`config.mk`:
```
export PLATFORM = sky130hd
export DESIGN_NAME = pattern_det_ctrl
export DESIGN_NICKNAME = d
export VERILOG_FILES = /design/src/rtl/pattern_det_pkg.sv /design/src/rtl/pattern_shift_match.sv /design/src/rtl/pattern_det_ctrl.sv
export SDC_FILE = /design/constraint.sdc
export NUM_CORES = 1
export LEC_CHECK = 0
export BUFFER_PORTS_ARGS = -buffer_cell sky130_fd_sc_hd__buf_2
export CAP_MARGIN = 10
export CORE_MARGIN = 1
export CORE_UTILIZATION = 40
export CTS_CLUSTER_SIZE = 8
export DETAILED_ROUTE_END_ITERATION = 8
export GPL_TIMING_DRIVEN = 1
export PLACE_DENSITY = 0.7
export SKIP_CTS_REPAIR_TIMING = 1
export SLEW_MARGIN = 40
export SYNTH_ARGS = -nofsm -noshare
export SYNTH_HDL_FRONTEND = slang
export SYNTH_SLANG_ARGS = --single-unit
export TNS_END_PERCENT = 30
```
`constraint.sdc`:
```
create_clock -name clk -period 2.1 [get_ports clk]
set_input_delay 0.42 -clock clk [delete_from_list [all_inputs] [get_ports clk]]
set_output_delay 0.42 -clock clk [all_outputs]
set_load 0.02 [all_outputs]
```
`src/rtl/pattern_det_pkg.sv`:
```
// Shared types and default widths for the configurable pattern detector.
package pattern_det_pkg;

    typedef enum logic [1:0] {
        ST_IDLE = 2'd0,
        ST_RUN  = 2'd1,
        ST_DONE = 2'd2
    } state_t;

    localparam int PAT_W_DEF = 4;
    localparam int CNT_W_DEF = 8;
    localparam int FRM_W_DEF = 16;

endpackage

```
`src/rtl/pattern_shift_match.sv`:
```
// Serial shift register with fill tracking and length-masked pattern compare.
module pattern_shift_match #(
    parameter int PAT_W = 4,
    parameter int LEN_W = $clog2(PAT_W + 1)
) (
    input  logic             clk,
    input  logic             reset_n,
    input  logic             clear,
    input  logic             xfer,
    input  logic             din,
    input  logic [PAT_W-1:0] pattern,
    input  logic [LEN_W-1:0] len,
    input  logic             overlap,
    output logic             hit
);

    logic [PAT_W-1:0] shreg;
    logic [PAT_W-1:0] shifted;
    logic [PAT_W-1:0] mask;
    logic [LEN_W-1:0] fill;
    logic [LEN_W-1:0] fill_next;

    always_comb begin
        shifted   = {shreg[PAT_W-2:0], din};
        fill_next = (fill >= LEN_W'(PAT_W)) ? LEN_W'(PAT_W) : fill + LEN_W'(1);
        mask      = '0;
        for (int unsigned i = 0; i < PAT_W; i++) begin
            mask[i] = (i < 32'(len));
        end
        hit = xfer && (fill_next >= len) && (((shifted ^ pattern) & mask) == '0);
    end

    // Without overlap a match empties the window so the next match needs len fresh bits.
    always_ff @(posedge clk or negedge reset_n) begin
        if (!reset_n) begin
            shreg <= '0;
            fill  <= '0;
        end else if (clear) begin
            shreg <= '0;
            fill  <= '0;
        end else if (xfer) begin
            shreg <= shifted;
            fill  <= (hit && !overlap) ? '0 : fill_next;
        end
    end

endmodule

```
`src/rtl/pattern_det_ctrl.sv`:
```
// Frame sequencer around pattern_shift_match: config shadows, bit/match counters,
// IDLE/RUN/DONE control and registered match pulse.
module pattern_det_ctrl
    import pattern_det_pkg::*;
#(
    parameter int PAT_W = PAT_W_DEF,
    parameter int CNT_W = CNT_W_DEF,
    parameter int FRM_W = FRM_W_DEF
) (
    input  logic                       clk,
    input  logic                       reset_n,
    input  logic [PAT_W-1:0]           cfg_pattern,
    input  logic [$clog2(PAT_W+1)-1:0] cfg_len,
    input  logic                       cfg_overlap,
    input  logic [FRM_W-1:0]           cfg_frame_len,
    input  logic                       start,
    input  logic                       stop,
    input  logic                       din_valid,
    input  logic                       din,
    output logic                       din_ready,
    output logic                       match,
    output logic [CNT_W-1:0]           match_count,
    output logic                       busy,
    output logic                       done
);

    localparam int LEN_W = $clog2(PAT_W + 1);

    state_t           state;
    state_t           state_next;
    logic [PAT_W-1:0] pat_q;
    logic [LEN_W-1:0] len_q;
    logic [LEN_W-1:0] len_eff;
    logic             ovl_q;
    logic [FRM_W-1:0] frame_q;
    logic [FRM_W-1:0] bit_cnt;
    logic             start_acc;
    logic             xfer;
    logic             hit;

    always_comb begin
        state_next = state;
        din_ready  = 1'b0;
        xfer       = 1'b0;
        start_acc  = 1'b0;
        busy       = (state == ST_RUN);
        done       = (state == ST_DONE);
        len_eff    = (cfg_len == '0 || cfg_len > LEN_W'(PAT_W)) ? LEN_W'(PAT_W) : cfg_len;
        case (state)
            ST_IDLE: begin
                if (start) begin
                    start_acc  = 1'b1;
                    state_next = ST_RUN;
                end
            end
            ST_RUN: begin
                din_ready = !stop;
                xfer      = din_valid && !stop;
                if (stop) begin
                    state_next = ST_DONE;
                end else if (xfer && frame_q != '0 && (bit_cnt + FRM_W'(1)) == frame_q) begin
                    state_next = ST_DONE;
                end
            end
            ST_DONE: state_next = ST_IDLE;
            default: state_next = ST_IDLE;
        endcase
    end

    pattern_shift_match #(
        .PAT_W (PAT_W),
        .LEN_W (LEN_W)
    ) u_match (
        .clk     (clk),
        .reset_n (reset_n),
        .clear   (start_acc),
        .xfer    (xfer),
        .din     (din),
        .pattern (pat_q),
        .len     (len_q),
        .overlap (ovl_q),
        .hit     (hit)
    );

    always_ff @(posedge clk or negedge reset_n) begin
        if (!reset_n) begin
            state       <= ST_IDLE;
            pat_q       <= '0;
            len_q       <= '0;
            ovl_q       <= 1'b0;
            frame_q     <= '0;
            bit_cnt     <= '0;
            match_count <= '0;
            match       <= 1'b0;
        end else begin
            state <= state_next;
            match <= hit;
            if (start_acc) begin
                pat_q       <= cfg_pattern;
                len_q       <= len_eff;
                ovl_q       <= cfg_overlap;
                frame_q     <= cfg_frame_len;
                bit_cnt     <= '0;
                match_count <= '0;
            end else begin
                if (xfer) begin
                    bit_cnt <= bit_cnt + FRM_W'(1);
                end
                if (hit && match_count != '1) begin
                    match_count <= match_count + CNT_W'(1);
                end
            end
        end
    end

endmodule
```
==> summary.txt <==
Status
  – Status: finished with violations
  – Violated checks: negative setup slack

STA
  – Fmax: roughly 440 MHz
  – Tmin final: ~2300 ps
  – RSZ-0062 raised after global routing: yes
  – Slew headroom: a little under two thirds
  – Slew Limit Fails: 0
  – Setup TNS: -694 ps
  – Setup WS post-layout: -168 ps
  – Slew @ Worst Pin: approximately 540 ps
  – Final hold vios: 0
  – Final setup viols: 8
  – Final period util: 108%
  – Worst clock skew: approximately 10 ps

Layout
  – Post-route insts no fill: 524
  – Area grow syn2layout: 26.3%
  – Final nets: between 400 and 500
  – Commonest cells after routing, fill and taps aside: 88 x nand2_1, 56 x dfrtp_1, 41 x buf_2
  – Layout cells sized above 1: ~27%
  – Number of inserted diodes: 0
  – Commonest non-fill, non-tap cell in the layout: nand2_1
  – Fill count: roughly 700

Floorplan
  – Chip height: 90.1 µm
  – Die X-Extent: between 90 and 100 µm
  – CORE AREA: 7370 µm²
  – I/O Pins: 42
  – Die area: ~8000 µm²
  – Rows: 31
  – Starting Density: between 40% and 50%

Routing
  – DR iter-0 viols: ~140
  – Met3 WL: 248 µm
  – Drc violations: 0
  – Routed vias/inst: between 5 and 6
  – Via Count: approximately 2700
  – Met1 WL: between 3000 and 4000 µm
  – Post-Route WL: about 7300 µm
  – ANT nets after route: 0
  – Highest Signal Layer: met4
  – Wire length on met2: 3490 µm
  – 1st-pass router iterations: 4
  – WL per Instance: approximately 14 µm

CTS
  – Cts bufs inserted: 9
  – Root buf cell: clkbuf_8
  – Clock Sinks: between 50 and 60
  – Clock Latency Late Sink: 330 ps
  – CTS tree: done
  – CTS clk-pin slew, worst paths: around 60 ps
  – H-Tree Depth: 3
  – Max clock buf depth: 2

Global route
  – GR Overflow Total: 0
  – Total track usage: between 10% and 20%
  – Largest net degree at the start of global routing: 32
  – First-pass GRT wire length: about 12000 µm
  – Initial antenna violation count: 0
  – Vias in the first global route: 2734

Power
  – Int Power: 2.52 mW
  – Switching share of total power: 34.4%
  – Comb power frac: between 30% and 40%
  – PD cells: between 900 and 1000 nW/µm²
  – NetSw: about 1.3 mW
  – Flop pwr share: between 40% and 50%
  – Clk network pwr share: approximately 27%
  – Worst IR drop on VDD: 0.000578 V
  – Leakage: 1.93 nW

Min path
  – Worst hold path class: input port to asynchronous set/reset pin

Critical path
  – FF-to-FF path depth: 7
  – CP Data Required Time: about 2300 ps
  – Critical Path Sink: state[0]$_DFFE_PN0P_
  – Kind of critical path: flip-flop to flip-flop
  – Crit-path max FO: 2
  – CP Launch Type: flip-flop
  – Max stage delay cell, worst path: or4_4
  – Worst-path cell chain: ha_4, xor2_2, a2111oi_2, nand4_1, or4_4, nor3_4, o31ai_2
  – Critical Path Source: bit_cnt[1]$_DFFE_PN0P_
  – Critical path data arrival time: ~2500 ps
  – CP Capture Type: flip-flop
  – Largest stage delay on the critical path: about 450 ps
  – Reg2reg start: bit_cnt[1]$_DFFE_PN0P_
  – Flop2flop setup slack: -170 ps
  – Capture point of the worst reg-to-reg path: state[0]$_DFFE_PN0P_

Place
  – DP HPWL: roughly 5200 µm
  – IO Port Bufs: 41
  – Placed cell count: roughly 510
  – RD Place Congestion: 0.831

Yosys
  – Number of library cell types mapped by synthesis: 43
  – Synth top area share: a little under half
  – Netlist Area Pre-Place: about 3100 µm²
  – Post-synthesis sequential area ratio: a little under half
  – Gate Count Post-Synth: ~350
  – Yosys top cell by area: dfrtp_1
  – Synthesis Warnings: 0
  – Avg Cell Area, Syn: between 8 and 9 µm²
  – Yosys reg bits: 57
  – Synthesized Nets: 389
  – Synth area leaders: dfrtp_1 46%, nand2_1 11%, xnor2_1 5.4%, o21ai_0 4.5%, xor2_1 3.7%

Flow run
  – Maxcap violations: 0
==> metal layers <==
metal  GRT usage (%)  vias up
li1                -     1330
met5               0        -
met2            30.2       61
met3            3.64       16
met1            25.7     1307
met4            8.33        0
==> worst min-delay path by stage <==
stage | startpoint | to
6_report | reset_n | match_count[1]$_DFFE_PN0P_
5_1_grt | reset_n | match_count[1]$_DFFE_PN0P_
4_1_cts | reset_n | match_count[0]$_DFFE_PN0P_
3_5_place_dp | reset_n | match_count[1]$_DFFE_PN0P_
3_3_place_gp | reset_n | match_count[0]$_DFFE_PN0P_
2_1_floorplan | reset_n | bit_cnt[0]$_DFFE_PN0P_
==> registers in the layout (all words and copies together) (netlist names) <==
signal         flops
bit_cnt           16
frame_q           16
match_count        8
pat_q              4
len_q              3
u_match.fill       3
u_match.shreg      3
state              2
match              1
ovl_q              1
==> worst max-delay path, delay by kind of cell (launching register included) <==
family / cells / cell delay, ps
AOI/OAI and AO/OA: 2 / 480
xor gates and xnor gates: 1 / 150
adders and majority gates: 1 / 270
DFF: 1 / 420
and+or+nand+nor: 3 / 830
==> final cells by class <==
cell class                      count  area (µm²)  share of cell area (%)
Tap cell                           99         124                    3.16
Clock inverter                      2        37.5                   0.957
Clock buffer                       13         159                    4.05
Inverter                            8        30.0                   0.766
Multi-Input combinational cell    272        1690                    43.2
Timing Repair Buffer               73         449                    11.5
Sequential cell                    57        1430                    36.4
==> power groups by stage <==
stage,clock (mW),sequential [mW],combinational [mW]
floorplan,0,1.54,0.808
CTS,1.05,1.58,1.12
global placement,0,1.59,1.07
finish,1.03,1.60,1.21
detailed placement,0,1.60,1.11
global route,1.10,1.63,1.38
==> Yosys cell counts <==
cell       count
a2111oi_0      1
a21o_1         3
a21oi_1        6
a22o_1         4
a311oi_1       1
a31o_2         1
a31oi_1        3
and2_1         3
and2_2         1
and3_1         2
and3_2         1
and4_1         4
buf_2          1
buf_6          1
clkbuf_1      11
clkbuf_8       1
dfrtp_1       57
ha_1           8
inv_1          8
mux2i_1        4
nand2_1       90
nand2b_1       2
nand3_1        8
nand3b_1       2
nand4_1        9
nor2_1        23
nor2b_1        4
nor3_1         4
nor3_2         1
nor3_4         1
nor4_1         5
o211ai_1       1
o21a_1         2
o21ai_0       28
o21ai_1        1
o22ai_1        1
o31ai_1        9
or2_1          1
or2_2          3
or2b_2         2
or4_1          1
xnor2_1       19
xor2_1        13
==> cells by family after synthesis <==
family                     Yosys count  synth area share, %
and+or+nand+nor                    167                 25.2
DFF                                 57                 45.9
adders and majority gates            8                 3.22
AOI/OAI and AO/OA                   61                 12.1
xor gates and xnor gates            32                 9.03
buffers and inverters               22                 3.26
muxes                                4                 1.29
==> through the flow <==
stage               setup slack, ps  power (mW)  util, %  hold WS (ps)  cell area (µm²)
floorplan                     -66.4        2.35        -           124             3120
global placement               -125        2.66     48.9           430             3610
detailed placement             -251        2.71     48.9           430             3610
CTS                            -254        3.75     51.6          69.8             3800
global route                   -282        4.11     53.2          91.6             3920
finish                         -168        3.83     53.2          68.4             3920
Power figures use the tool's default switching activity.
